$ cat config.mk
export PLATFORM = sky130hd
export DESIGN_NAME = voq_pri_req_gen
export DESIGN_NICKNAME = d
export VERILOG_FILES = /design/src/rtl/voq_pri_req_gen.sv
export SDC_FILE = /design/constraint.sdc
export NUM_CORES = 1
export LEC_CHECK = 0
export BUFFER_PORTS_ARGS = -buffer_cell sky130_fd_sc_hd__buf_4
export CAP_MARGIN = 20
export CORE_MARGIN = 1.5
export CORE_UTILIZATION = 25
export CTS_CLUSTER_DIAMETER = 200
export DETAILED_ROUTE_END_ITERATION = 7
export SLEW_MARGIN = 5
export SYNTH_ARGS = -nofsm -noshare
export SYNTH_HDL_FRONTEND = slang
export SYNTH_SLANG_ARGS = --single-unit
$ cat constraint.sdc
create_clock -name clk -period 6 [get_ports clk]
set_clock_uncertainty 0.2 [all_clocks]
set_input_delay 0.3 -clock clk [delete_from_list [all_inputs] [get_ports clk]]
set_output_delay 0.3 -clock clk [all_outputs]
set_load 0.03 [all_outputs]
$ cat src/rtl/voq_pri_req_gen.sv
// Per-VOQ occupancy/age tracking for an NxN switch, presenting one registered priority snapshot per scheduling round.
// Build option: define VOQ_AGING_EN to add saturating per-VOQ age counters to the priority.
module voq_pri_req_gen #(
   parameter int N      = 4,
   parameter int P      = 16,
   parameter int QDEPTH = 15
) (
   input  logic                               clk,
   input  logic                               reset,
   input  logic [N-1:0]                       arr_valid,
   input  logic [N-1:0][$clog2(N)-1:0]        arr_dest,
   input  logic [N-1:0][N-1:0]                decision,
   input  logic                               decision_ready,
   output logic [0:N-1][0:N-1][$clog2(P)-1:0] pri_req_out,
   output logic                               start,
   output logic [N-1:0]                       drop,
   output logic                               grant_err
);

   localparam int PW = $clog2(P);
   localparam int CW = $clog2(QDEPTH + 1);
   localparam int DW = $clog2(N);
   localparam int SW = ((CW > PW) ? CW : PW) + 1;

   typedef enum logic [1:0] {IDLE, SNAP, WAIT, APPLY} state_t;

   state_t                      state;
   logic [N-1:0][N-1:0][CW-1:0] cnt, cnt_nxt;
`ifdef VOQ_AGING_EN
   logic [N-1:0][N-1:0][PW-1:0] age, age_nxt;
`endif
   logic [N-1:0][N-1:0]         dec_q, hit, granted, retire;
   logic [0:N-1][0:N-1][PW-1:0] pri_now;
   logic [N-1:0]                drop_nxt;
   logic                        gerr_nxt, busy_now, busy_nxt;
   logic [SW-1:0]               sum;

   always_comb begin
      pri_now  = '0;
      busy_now = 1'b0;
      sum      = '0;
      for (int unsigned i = 0; i < N; i++) begin
         for (int unsigned j = 0; j < N; j++) begin
`ifdef VOQ_AGING_EN
            sum = SW'(cnt[i][j]) + SW'(age[i][j]);
`else
            sum = SW'(cnt[i][j]);
`endif
            if (cnt[i][j] != '0) begin
               busy_now      = 1'b1;
               pri_now[i][j] = (sum > SW'(P - 1)) ? PW'(P - 1) : sum[PW-1:0];
            end
         end
      end
   end

   always_comb begin
      cnt_nxt  = cnt;
      drop_nxt = '0;
      gerr_nxt = 1'b0;
      busy_nxt = 1'b0;
      hit      = '0;
      granted  = '0;
      retire   = '0;
`ifdef VOQ_AGING_EN
      age_nxt  = age;
`endif
      for (int unsigned i = 0; i < N; i++) begin
         for (int unsigned j = 0; j < N; j++) begin
            hit[i][j]     = arr_valid[i] && (arr_dest[i] == DW'(j));
            granted[i][j] = (state == APPLY) && dec_q[i][j];
            retire[i][j]  = granted[i][j] && (pri_req_out[i][j] != '0);
            if (granted[i][j] && (pri_req_out[i][j] == '0))
               gerr_nxt = 1'b1;
            // an arrival and a retire on the same VOQ cancel, so a full queue takes no drop
            if (hit[i][j] && !retire[i][j]) begin
               if (cnt[i][j] == CW'(QDEPTH))
                  drop_nxt[i] = 1'b1;
               else
                  cnt_nxt[i][j] = cnt[i][j] + CW'(1);
            end else if (retire[i][j] && !hit[i][j]) begin
               cnt_nxt[i][j] = cnt[i][j] - CW'(1);
            end
`ifdef VOQ_AGING_EN
            if (retire[i][j] || (cnt_nxt[i][j] == '0))
               age_nxt[i][j] = '0;
            else if ((state == APPLY) && !dec_q[i][j] && (cnt[i][j] != '0) &&
                     (age[i][j] != PW'(P - 1)))
               age_nxt[i][j] = age[i][j] + PW'(1);
`endif
            if (cnt_nxt[i][j] != '0)
               busy_nxt = 1'b1;
         end
      end
   end

   always_ff @(posedge clk or posedge reset) begin
      if (reset) begin
         state       <= IDLE;
         cnt         <= '0;
`ifdef VOQ_AGING_EN
         age         <= '0;
`endif
         dec_q       <= '0;
         pri_req_out <= '0;
         start       <= 1'b0;
         drop        <= '0;
         grant_err   <= 1'b0;
      end else begin
         cnt       <= cnt_nxt;
`ifdef VOQ_AGING_EN
         age       <= age_nxt;
`endif
         drop      <= drop_nxt;
         grant_err <= gerr_nxt;
         start     <= 1'b0;
         case (state)
            IDLE: begin
               if (busy_now)
                  state <= SNAP;
            end
            SNAP: begin
               pri_req_out <= pri_now;
               start       <= 1'b1;
               state       <= WAIT;
            end
            WAIT: begin
               if (decision_ready) begin
                  dec_q <= decision;
                  state <= APPLY;
               end
            end
            APPLY: begin
               if (busy_nxt) begin
                  state <= SNAP;
               end else begin
                  state       <= IDLE;
                  pri_req_out <= '0;
               end
            end
            default: state <= IDLE;
         endcase
      end
   end

endmodule

==> metrics <==
R2R depth=10; clk_lat worst skew=0.44 ns; clk buf depth=2; First-pass DRT Iterations=5; CTS hold repair buffers=17; Antenna Nets Post-Route=0; routed vias/inst=5.25; final hold viol count=0; Net Count, Synth=1114; worst slew pin tran=1.11 ns; Gate Count Post-Synth=1046; Post-CTS Setup Repair Bufs=0; Setup crit end kind=flip-flop; DIE AREA=40100 um^2; H-Tree Level Count=4; Critical Path RT=6.09 ns; Fin Setup TNS=0 ns; Leak=4.91 nW; Worst Setup SP=state[1]; Rel. slew slack=25.6%; synthesized area per cell=9.31 um^2; post-cts resize count=0; Max IR drop VDD=0.263 mV; Core Util, Final=30.4%; Worst R2R End=pri_req_out[31]; Final setup violation count=0; Yosys reg bits=152; PortBufs=100; Placer Congestion=0.903; RSZ-0062 raised after global routing=false; I/O pins=101; layout net count=1210; global route total overflow=0; Layout area overhead=20.6%; Post-synth ARST share=100%; total number of vias=8795; cells taking the most area after synthesis=dfrtp_1, ha_1, mux2i_1; top cell type by total area after synthesis=dfrtp_1; CP endpoint=pri_req_out[31]; CP max FO=52; DRT iter0 DRCs=785; Core Box Area=38600 um^2; flop-to-flop setup slack=1.51 ns; outcome=finished clean; Yosys top cell area share=39.1%; Die Ht=200 um; final worst-path cycle share=74.8%; GRT Overall Usage=15.4%; post-detail-place hpwl=23300 um; Unique masters post-synth=80; Chip Width=200 um; post-synthesis cell area=9740 um^2; Post-synth EDFFs=0; Initial Util=25.3%; CTS tree=done; global-route wire length before repair=48800 um; largest net degree at the start of global routing=101; vias in the first global route=8373; Clock Sinks=152; Clk pin slew, worst setup/hold paths=0.07 ns; cts bufs inserted=17; type of the worst min-delay path=in2reg; Main synth FF type=dfrtp_1; initial antenna violation count=1; Maximum Capacitance Violations=0; Final Max Slew Viols=0; Root Buffer=clkbuf_16; num rows=72; CP startpoint kind=flip-flop; register area share after synthesis=39.1%; Max Clock Freq=223 MHz; final wirelength=31200 um; Period minus WS final=4.49 ns; YS warnings=0; Reg2Reg Launch Point=state[1]; commonest non-fill, non-tap cell in the layout=dfrtp_1; DRC Markers=0; crit path DAT=4.57 ns; most frequent cells in the layout=dfrtp_1, buf_4, a21oi_1; Cell Pwr Density=586 nW/um^2; WL/cell=18.6 um; share of cells above drive strength 1=18.9%; critical setup path kind=reg2reg
flip-flops by register name, indices dropped and copies added (netlist names):
| register | count |
|---|---|
| cnt | 64 |
| pri_req_out | 64 |
| dec_q | 16 |
| drop | 4 |
| state | 2 |
| grant_err | 1 |
| start | 1 |
worst min path at each step:
stage	slack [ns]	to	depth (start not counted)	from
2_1_floorplan	0.25	dec_q[11]	1	decision[11]
3_3_place_gp	0.33	dec_q[8]	1	dec_q[8]
3_5_place_dp	0.34	dec_q[8]	1	dec_q[8]
4_1_cts	0.08	drop[2]	3	arr_valid[2]
5_1_grt	0.12	drop[2]	3	arr_valid[2]
6_report	0.11	drop[2]	3	arr_valid[2]
cells in the mapped netlist, types with 9 or more instances:
| library cell | n |
|---|---|
| xnor2_1 | 14 |
| nor3b_1 | 26 |
| nand3_1 | 34 |
| o31ai_2 | 17 |
| ha_1 | 37 |
| o21ai_0 | 46 |
| o211ai_1 | 12 |
| nor4_1 | 33 |
| a211oi_1 | 10 |
| dfrtp_1 | 152 |
| and2_1 | 13 |
| a21oi_1 | 82 |
| mux2_2 | 22 |
| mux2i_1 | 44 |
| clkbuf_1 | 38 |
| o22ai_1 | 11 |
| nor3_1 | 20 |
| inv_1 | 80 |
| o221ai_1 | 9 |
| or4_1 | 18 |
| nor2_1 | 43 |
| and3_1 | 26 |
| nand4_1 | 20 |
| nand2_1 | 61 |
| a21oi_2 | 13 |
logic make-up (layout without fill, tap and decap cells):
family                     after synthesis  count (layout)  share of synthesized area (%)
AOI/OAI and AO/OA                      301             301                           22.0
xor gates and xnor gates                14              14                           1.26
adders and majority gates               37              37                           4.75
buffers and inverters                  131             240                           5.64
DFF                                    152             152                           39.1
muxes                                   66              66                           7.07
other                                    0               1                              0
and+or+nand+nor                        345             345                           20.2
cell type report:
type	count	area, um^2
Antenna cell	1	2.50
Tap cell	518	648
Clock buffer	18	439
Timing Repair Buffer	127	1010
Sequential cell	152	3800
Fill cell	4060	26800
Clock inverter	14	136
Multi-Input combinational cell	763	5390
Inverter	81	309
worst max-delay path, cell delays in order, from the launching register on:
cell	delay, ns
dfrtp_1	0.40
ha_2	0.74
buf_4	0.44
and2_0	0.33
and2_1	0.30
o311ai_0	0.22
nor4_1	0.47
nand4_1	0.29
nor4_4	0.41
buf_12	0.33
a21oi_1	0.12
through the flow:
| stage | hold slack [ns] | setup WS [ns] | cells | instance area, um^2 | power (mW) |
|---|---|---|---|---|---|
| CTS | 0.0803 | 1.51 | 1672 | 11700 | 6.89 |
| floorplan | 0.251 | 1.41 | 1046 | 9740 | 4.50 |
| global route | 0.117 | 1.23 | 1673 | 11700 | 7.35 |
| finish | 0.107 | 1.51 | 1674 | 11700 | 6.88 |
| global placement | 0.333 | 1.68 | 1623 | 11000 | 5.71 |
| detailed placement | 0.336 | 1.57 | 1623 | 11000 | 5.77 |
where the power goes:
| part | leakage (nW) | switching (mW) | internal [mW] |
|---|---|---|---|
| clock network | 0.280 | 0.491 | 0.592 |
| registers | 1.83 | 0.640 | 1.52 |
| logic | 2.79 | 2.25 | 1.39 |
per-layer routing:
layer	wire, um	part of all wire [%]	track usage [%]
met5	0	0	0
met3	2060	6.6	3.30
met1	14700	47	21.9
met2	13800	44	23.7
met4	558	1.8	4.14
Power figures use the tool's default switching activity.
